## config.mk

```make
export PLATFORM = sky130hd
export DESIGN_NAME = game_flow_ctrl
export DESIGN_NICKNAME = d
export VERILOG_FILES = /design/src/rtl/game_pkg.sv /design/src/rtl/game_flow_ctrl_key_edge.sv /design/src/rtl/game_flow_ctrl.sv
export SDC_FILE = /design/constraint.sdc
export NUM_CORES = 1
export LEC_CHECK = 0
export BUFFER_PORTS_ARGS = -buffer_cell sky130_fd_sc_hd__buf_2
export CORE_MARGIN = 3
export CORE_UTILIZATION = 30
export DETAILED_ROUTE_END_ITERATION = 10
export GPL_TIMING_DRIVEN = 0
export REMOVE_ABC_BUFFERS = 1
export SLEW_MARGIN = 5
export SYNTH_ARGS = -nofsm -noshare
export SYNTH_HDL_FRONTEND = slang
export SYNTH_SLANG_ARGS = --single-unit
```

## constraint.sdc

```tcl
create_clock -name Clk -period 2.6 [get_ports Clk]
set_clock_uncertainty 0.05 [all_clocks]
set_input_delay 0.13 -clock Clk [delete_from_list [all_inputs] [get_ports Clk]]
set_output_delay 0.13 -clock Clk [all_outputs]
set_load 0.1 [all_outputs]
```

## src/rtl/game_pkg.sv

```systemverilog
// Shared types and constants for the game sequencing controller.
package game_pkg;

  typedef enum logic [2:0] {
    S_TITLE   = 3'd0,
    S_HOLD    = 3'd1,
    S_PLAY    = 3'd2,
    S_PAUSE   = 3'd3,
    S_RESPAWN = 3'd4,
    S_OVER    = 3'd5,
    S_WIN     = 3'd6
  } state_t;

  localparam int DEF_LIVES   = 3;
  localparam int DEF_WIN_POS = 1300;

  // Bits needed to hold values 0..v-1.
  function automatic int clog2(input int v);
    int r;
    r = 0;
    for (int i = 0; i < 31; i++)
      if ((1 << i) < v) r = i + 1;
    return r;
  endfunction

endpackage

```

## src/rtl/game_flow_ctrl_key_edge.sv

```systemverilog
// Rising-edge detector for a key level; resets high so a key held through reset is not seen as a press.
module key_edge (
  input  logic clk,
  input  logic rst,
  input  logic level,
  output logic rise
);

  logic prev;

  always_ff @(posedge clk or posedge rst)
    if (rst) prev <= 1'b1;
    else     prev <= level;

  assign rise = level & ~prev;

endmodule

```

## src/rtl/game_flow_ctrl.sv

```systemverilog
// Game sequencing FSM: title, hold, play, pause, respawn, game-over and win screens with lives and enemy tracking.
module game_flow_ctrl import game_pkg::*; #(
  parameter int NUM_ENEMIES    = 2,
  parameter int POS_W          = 16,
  parameter int WIN_POS        = DEF_WIN_POS,
  parameter int LIVES          = DEF_LIVES,
  parameter int HOLD_CYCLES    = 2,
  parameter int RESPAWN_CYCLES = 60
) (
  input  logic                   Clk,
  input  logic                   reset,
  input  logic                   enter_on,
  input  logic                   pause_on,
  input  logic                   char_alive,
  input  logic [NUM_ENEMIES-1:0] enemy_die,
  input  logic [POS_W-1:0]       bg_position,
  output logic                   start_pic,
  output logic                   game_start,
  output logic                   begin_sig,
  output logic                   paused,
  output logic                   respawn,
  output logic                   dead_end,
  output logic                   win_end,
  output logic [3:0]             lives_left
);

  localparam int MAX_DUR = (HOLD_CYCLES > RESPAWN_CYCLES) ? HOLD_CYCLES : RESPAWN_CYCLES;
  localparam int CNT_W   = clog2(MAX_DUR + 1);
  localparam logic [CNT_W-1:0] HOLD_LAST = CNT_W'(HOLD_CYCLES - 1);
  localparam logic [CNT_W-1:0] RESP_LAST = CNT_W'(RESPAWN_CYCLES - 1);

  state_t                 state, state_nxt;
  logic [CNT_W-1:0]       cnt;
  logic [NUM_ENEMIES-1:0] latch, latch_seen;
  logic [3:0]             lives, lives_nxt;
  logic                   enter_rise, pause_rise, win_cond;

  key_edge u_enter (.clk(Clk), .rst(reset), .level(enter_on), .rise(enter_rise));
  key_edge u_pause (.clk(Clk), .rst(reset), .level(pause_on), .rise(pause_rise));

  // Kills reported this cycle count toward the win immediately.
  assign latch_seen = latch | enemy_die;
  assign win_cond   = (&latch_seen) && (bg_position > POS_W'(WIN_POS));

  always_comb begin
    state_nxt = state;
    lives_nxt = lives;
    case (state)
      S_TITLE: if (enter_rise) begin
        state_nxt = S_HOLD;
        lives_nxt = 4'(LIVES);
      end
      S_HOLD: if (cnt == HOLD_LAST) state_nxt = S_PLAY;
      S_PLAY: begin
        if (!char_alive) begin
          if (lives > 4'd1) begin
            lives_nxt = lives - 4'd1;
            state_nxt = S_RESPAWN;
          end else begin
            lives_nxt = 4'd0;
            state_nxt = S_OVER;
          end
        end else if (win_cond) begin
          state_nxt = S_WIN;
        end else if (pause_rise) begin
          state_nxt = S_PAUSE;
        end
      end
      S_PAUSE:        if (pause_rise)       state_nxt = S_PLAY;
      S_RESPAWN:      if (cnt == RESP_LAST) state_nxt = S_PLAY;
      S_OVER, S_WIN:  if (enter_rise)       state_nxt = S_TITLE;
      default:        state_nxt = S_TITLE;
    endcase
  end

  always_ff @(posedge Clk or posedge reset) begin
    if (reset) begin
      state <= S_TITLE;
      cnt   <= '0;
      lives <= 4'(LIVES);
      latch <= '0;
    end else begin
      state <= state_nxt;
      lives <= lives_nxt;
      if (state_nxt != state) cnt <= '0;
      else if (cnt != '1)     cnt <= cnt + 1'b1;
      if (state_nxt == S_HOLD && state != S_HOLD) latch <= '0;
      else if (state == S_PLAY)                   latch <= latch_seen;
    end
  end

  assign game_start = (state == S_HOLD);
  assign begin_sig  = (state == S_PLAY);
  assign paused     = (state == S_PAUSE);
  assign respawn    = (state == S_RESPAWN);
  assign dead_end   = (state == S_OVER);
  assign win_end    = (state == S_WIN);
  // Title also covers any illegal encoding so exactly one strobe stays high.
  assign start_pic  = ~(game_start | begin_sig | paused | respawn | dead_end | win_end);
  assign lives_left = lives;

endmodule

```

==> results of run 1 <==
[timing repair]
action,CTS,global route
hold endpoints to repair,15,0
gates resized for setup,0,0
hold buffers,3,0
[where the power goes]
group / switching (mW) / internal, mW / leakage [nW]
Combinational: 0.622 / 0.219 / 0.408
Sequential: 0.120 / 0.349 / 0.216
Clock: 0.0877 / 0.0597 / 0.0150
Total: 0.830 / 0.628 / 0.639
[sequential cells by signal, indices dropped and copies added, names as in the netlist]
name,cells
latch,2
u_enter.prev,1
state,3
u_pause.prev,1
cnt,6
lives_left,4
[cells by family after synthesis]
logic type | Yosys count | synth area share [%]
simple gates | 58 | 32.0
compound gates | 31 | 18.9
flops | 17 | 39.3
buf+inv | 10 | 3.54
fa+ha+maj | 4 | 4.57
xor+xnor | 1 | 0.800
mux | 1 | 0.914
[cell usage in the layout, fill, tap and decap left out, types with 2 or more instances in the layout]
master	netlist	routed
a21oi_1	7	7
and2_1	2	2
buf_2	0	33
clkbuf_4	0	3
dfrtp_1	13	13
dfstp_2	4	4
dlygate4sd3_1	0	3
ha_1	4	4
inv_1	7	7
nand2_1	9	9
nand2b_1	2	2
nand3_1	6	6
nand3b_1	5	5
nand4_1	2	2
nor2_1	7	7
nor2b_1	3	3
nor3_1	7	7
nor3b_1	3	3
nor4_1	2	2
o211ai_1	2	2
o21ai_0	6	6
o21bai_1	2	2
o31ai_1	4	4
or3_1	2	2
[path summary, 6_finish.rpt]
| check | start | end | slack (ps) |
|---|---|---|---|
| hold reg to reg | latch[1] | latch[1] | 460 |
| min in group asynchronous | reset | cnt[1] | 400 |
| setup reg to reg | state[0] | cnt[1] | 310 |
| setup / recovery | state[0] | cnt[1] | 310 |
| max in group asynchronous | reset | lives_left[3] | 1670 |
| hold / removal | enemy_die[1] | latch[1] | 50 |
[layout make-up]
class                   count  area (sq um)
multi-input cells          95           626
flip-flops and latches     17           430
well taps                  46          57.6
clock buffers               4          26.3
fillers                   372          2050
inverters                   7          26.3
repair buffers             36           195
[metrics by stage]
step	util [%]	hold WS, ps
final	39.9	50.5
after global routing	39.9	68.0
after CTS	39.9	45.2
after detailed placement	38.2	197
after global placement	38.2	198
after floorplan	-	3.15
[layer usage]
layer | vias to the layer above | part of all wire (%)
met1 | 451 | 48
li1 | 523 | -
met5 | - | 0
met3 | 0 | 4.9
met2 | 30 | 47
met4 | 0 | 0
[critical path, cell delays in order (launching register included)]
cell and delay [ps]:
dfrtp_1 540, or3_1 420, nor2_1 440, a211oi_1 110, a22oi_1 460, a2111oi_0 130
==> qor.csv, run 1 <==
stage,metric,value,unit
global_routing,initial antenna violation count,0,
drt,DRT Wirelength,2.50,mm
floorplan,Rows,21,
final_layout,layout cells sized above 1,27.7,%
global_routing,grt met3 use,1.02,%
hold_path,HP Class,in2reg,
final_layout,ant diodes,0,
global_routing,largest net degree at the start of global routing,18,
timing,RSZ-0062 raised after global routing,false,
power,Final Power,1.46,mW
drt,vias per cell,4.90,
final_layout,Final #Nets,187,
clock_network,htree depth,1,
final_layout,Area Overhead vs Synth,24.3,%
floorplan,Starting Density,32.1,%
clock_network,clk root buf,clkbuf_4,
global_routing,M2 GR Usage,19.7,%
timing,Final Max Tran Viols,0,
timing,slew margin rel.,55.5,%
floorplan,io pins,34,
clock_network,Setup Buffers After CTS,0,
place,DP Worst Slack,299,ps
global_routing,GR Overflow Total,0,
synth,Synth top cells by count,"dfrtp_1 (13), nand2_1 (9)",
timing,Final min period,2290,ps
synth,Yosys cell types,43,
worst_setup_path,worst setup path class,reg2reg,
clock_network,Clock Sinks,17,
outcome,status,finished clean,
synth,Yosys reg bits,17,
synth,"EDFF count, synth",0,
global_routing,first-pass GRT wire length,4.17,mm
synth,largest cells by area after synthesis,"dfrtp_1 (30%), dfstp_2 (9.6%), ha_1 (4.6%)",
global_routing,via count of the first global-routing pass,961,
place,Placed Area,0.00131,sq mm
synth,mapped cell area,0.00109,sq mm
global_routing,GRT met1 Usage,15.7,%
clock_network,Max Root-Sink Buffers,2,
synth,synthesized instance count,122,
synth,"Seq/Total Area, Yosys",39.3,%
floorplan,Die Footprint,0.00441,sq mm
timing,final setup fails,0,
worst_setup_path,WP data arrival,2390,ps
timing,Fin. Hold Viols,0,
clock_network,CTS tree,done,
synth,Synth top area share,29.7,%
clock_network,TritonCTS Buffers,3,
synth,Synthesis Warnings,0,
drt,Final ANT Viol Nets,0,
global_routing,gr usage total,11.9,%
place,GPL Wtd Cong,0.774,
drt,post-route DRC violation count,0,
power,VDD IR max,367,uV
place,PortBufs,33,
synth,most common cell in the netlist,dfrtp_1,
worst_setup_path,crit start category,flip-flop,
clock_network,clk_lat worst skew,290,ps
drt,total vias in the final route,1004,
drt,drt wl/cell,12.2,microns
floorplan,die height,66.4,microns
floorplan,core area,0.00342,sq mm
timing,Setup TNS,0,ps
timing,Slew @ Worst Pin,667,ps
global_routing,GRT Max-Usage Layer,met2,
power,LEAKAGE,0.639,nW
run,max cap viols,0,
drt,initial drt markers,42,
clock_network,"Reg clk slew, reported paths",100,ps
worst_setup_path,crit-path max FO,14,
place,DP HPWL,1.93,mm
worst_setup_path,Crit. End Element,flip-flop,
timing,Peak Freq,0.438,GHz
power,Power Density,1070,mW/mm^2
floorplan,die width,66.4,microns
timing,period utilization,87.9,%
drt,first-pass iteration count of the detailed router,4,
synth,ys flop type,dfrtp_1,
timing,fin worst setup slack,314,ps
synth,leading area contributor after synthesis,dfrtp_1,
place,Post-Place Cells,198,
synth,ys async rst share,100,%
final_layout,fin area,0.00136,sq mm
synth,syn avg cell area,8.97,sq um
hold_path,Hold Crit Depth,3,
worst_setup_path,CP required,2710,ps
worst_setup_path,Register-to-Register Path Depth,5,
final_layout,post-route insts no fill,205,
Note: power is estimated with default switching activity, not from simulation.
==> run 2, diff against run 1 <==
Settings changed: SYNTH_HIERARCHICAL set to 1.
Clock period 2.6 ns to 2.3 ns, I/O delays scaled along.
==> qor.csv, run 2 <==
stage,metric,value,unit
final_layout,Largest Register,cnt,
synth,Synth top area share,26.0,%
global_routing,GR Overflow Total,0,
hold_path,HP Class,in2reg,
worst_setup_path,Worst path slowest cell,dfstp_2,
outcome,status,finished clean,
timing,slew margin rel.,53.3,%
floorplan,die height,70.6,microns
synth,Post-Synth XOR/XNOR Area,1.40,%
worst_setup_path,crit start category,flip-flop,
synth,ys flop type,dfrtp_1,
synth,Synth Area in Compound Gates,23.9,%
clock_network,"Reg clk slew, reported paths",70,ps
worst_setup_path,WP data arrival,2340,ps
timing,RSZ-0062 raised after global routing,true,
drt,post-route DRC violation count,0,
worst_setup_path,worst setup path class,reg2reg,
synth,post-synthesis simple-gate area fraction,27.4,%
power,LEAKAGE,0.692,nW
final_layout,layout cells sized above 1,35.0,%
timing,Final min period,2240,ps
timing,period utilization,97.2,%
synth,"EDFF count, synth",0,
synth,most common cell in the netlist,nor2_1,
power,VDD IR max,540,uV
timing,final setup fails,0,
drt,first-pass iteration count of the detailed router,4,
timing,Peak Freq,0.447,GHz
floorplan,core area,0.00383,sq mm
final_layout,ant diodes,0,
synth,Yosys cell types,46,
synth,"Seq/Total Area, Yosys",34.4,%
timing,Fin. Hold Viols,0,
clock_network,Clock Sinks,17,
worst_setup_path,R2R setup slack,60,ps
worst_setup_path,CP bufs+invs,1,
floorplan,io pins,34,
timing,Slew @ Worst Pin,700,ps
clock_network,TritonCTS Buffers,3,
drt,DRT Wirelength,2.88,mm
floorplan,die width,70.6,microns
drt,Final ANT Viol Nets,0,
run,max cap viols,0,
final_layout,post-route insts no fill,231,
place,PortBufs,33,
final_layout,Area Overhead vs Synth,25.0,%
place,DP HPWL,2.19,mm
place,GPL Wtd Cong,0.758,
worst_setup_path,CP required,2400,ps
synth,ys async rst share,100,%
power,Power Density,1320,mW/mm^2
floorplan,Die Footprint,0.00498,sq mm
drt,total vias in the final route,1199,
synth,area share of fa/ha/maj cells after synthesis,4.90,%
worst_setup_path,crit-path max FO,5,
synth,Synthesis Warnings,6,
global_routing,gr usage total,11.8,%
final_layout,Final #Nets,211,
final_layout,Final Core Density,40.9,%
synth,leading area contributor after synthesis,dfrtp_1,
synth,mapped cell area,0.00125,sq mm
worst_setup_path,Crit. End Element,flip-flop,
global_routing,first-pass GRT wire length,4.87,mm
clock_network,htree depth,1,
synth,syn avg cell area,8.75,sq um
synth,largest cells by area after synthesis,"dfrtp_1 (26%), dfstp_2 (8.4%), nor3_1 (6.0%)",
clock_network,Max Root-Sink Buffers,2,
drt,drt wl/cell,12.5,microns
drt,initial drt markers,41,
synth,Synth top cells by count,"nor2_1 (17), nor3_1 (15), dfrtp_1 (13), inv_1 (10), nand2_1 (10)",
global_routing,largest net degree at the start of global routing,20,
clock_network,CTS tree,done,
synth,synthesized instance count,143,
worst_setup_path,Crit path max-delay family,compound AO/OA/AOI/OAI gates,
final_layout,fill count,389,
global_routing,initial antenna violation count,0,
floorplan,Rows,22,
final_layout,max reg flops,6,
drt,vias per cell,5.19,
clock_network,clk_lat worst skew,250,ps
place,Post-Place Cells,220,
final_layout,most frequent cells in the layout,"buf_2 (32), nor2_1 (17), nor3_1 (15)",
power,Final Power,2.06,mW
worst_setup_path,"Largest stage delay, worst path",550,ps
global_routing,via count of the first global-routing pass,1060,
timing,Final Max Tran Viols,0,
synth,largest family of logic cells by synthesized area,simple AND/OR/NAND/NOR gates,
worst_setup_path,crit-path cells,nor2b_4 -> maj3_2 -> a31o_1 -> a222oi_1 -> o31ai_4 -> buf_4 -> a2111oi_4,
synth,Yosys reg bits,17,
floorplan,Starting Density,32.7,%
final_layout,"leading cell type in the layout, fill and taps excluded",buf_2,
synth,mux share of post-synthesis cell area,1.60,%
clock_network,clk root buf,clkbuf_8,
run 2: report_power, final:
part / switching (mW) / leakage [nW] / internal, mW
clock: 0.107 / 0.0255 / 0.120
sequential: 0.156 / 0.212 / 0.394
combinational: 0.882 / 0.455 / 0.403
total: 1.14 / 0.692 / 0.917
run 2: layout make-up:
class,count,area (sq um),share of cell area [%]
clock buffer,3,41.3,2.64
clock inverter,1,5.00,0.320
inverter,12,45.0,2.88
multi-input combinational,110,752,48.1
sequential,17,433,27.7
tap,48,60.1,3.84
timing repair buffer,40,228,14.6
run 2: worst register-to-register path, delay by kind of cell (launching register included):
kind,cells,cell delay [ps]
compound gates,4,1010
fa+ha+maj,1,290
buf+inv,1,190
flops,1,550
simple gates,1,50
run 2: path summary, 6_finish.rpt:
kind	from	to	depth (start not counted)
max	u_enter/prev	cnt[1]	7
min	enemy_die[0]	latch[0]	3
max reg2reg	u_enter/prev	cnt[1]	7
min reg2reg	lives_left[0]	lives_left[0]	2
max in group asynchronous	reset	state[1]	3
min in group asynchronous	reset	u_pause/prev	3
run 2: layer usage:
layer	global-route usage, %	up-vias	part of all wire [%]
met5	0	-	0
met4	5.01	0	1.6
met3	1.42	4	6.3
met2	15.9	42	42
met1	18.5	541	50
li1	-	612	-
run 2: metrics by stage:
step / setup TNS [ps] / worst slack (ps) / hold slack, ps / cell area [sq um]
floorplan: -1630 / -531 / -45.3 / 1220
global placement: 0 / 44.3 / 83.0 / 1440
detailed placement: 0 / 45.8 / 89.7 / 1440
CTS: 0 / 34.3 / 93.4 / 1520
global route: -114 / -47.0 / 118 / 1560
finish: 0 / 64.8 / 92.3 / 1560
run 2: timing repair:
item,CTS,global route
hold endpoints to repair,17,0
hold buffers,3,0
endpoints found under the setup margin,0,7
buffers inserted,0,5
gates resized for setup,0,4
run 2: logic make-up after synthesis:
logic type / after synthesis
compound gates: 38
xor+xnor: 2
fa+ha+maj: 5
buf+inv: 16
flops: 17
mux: 2
simple gates: 63
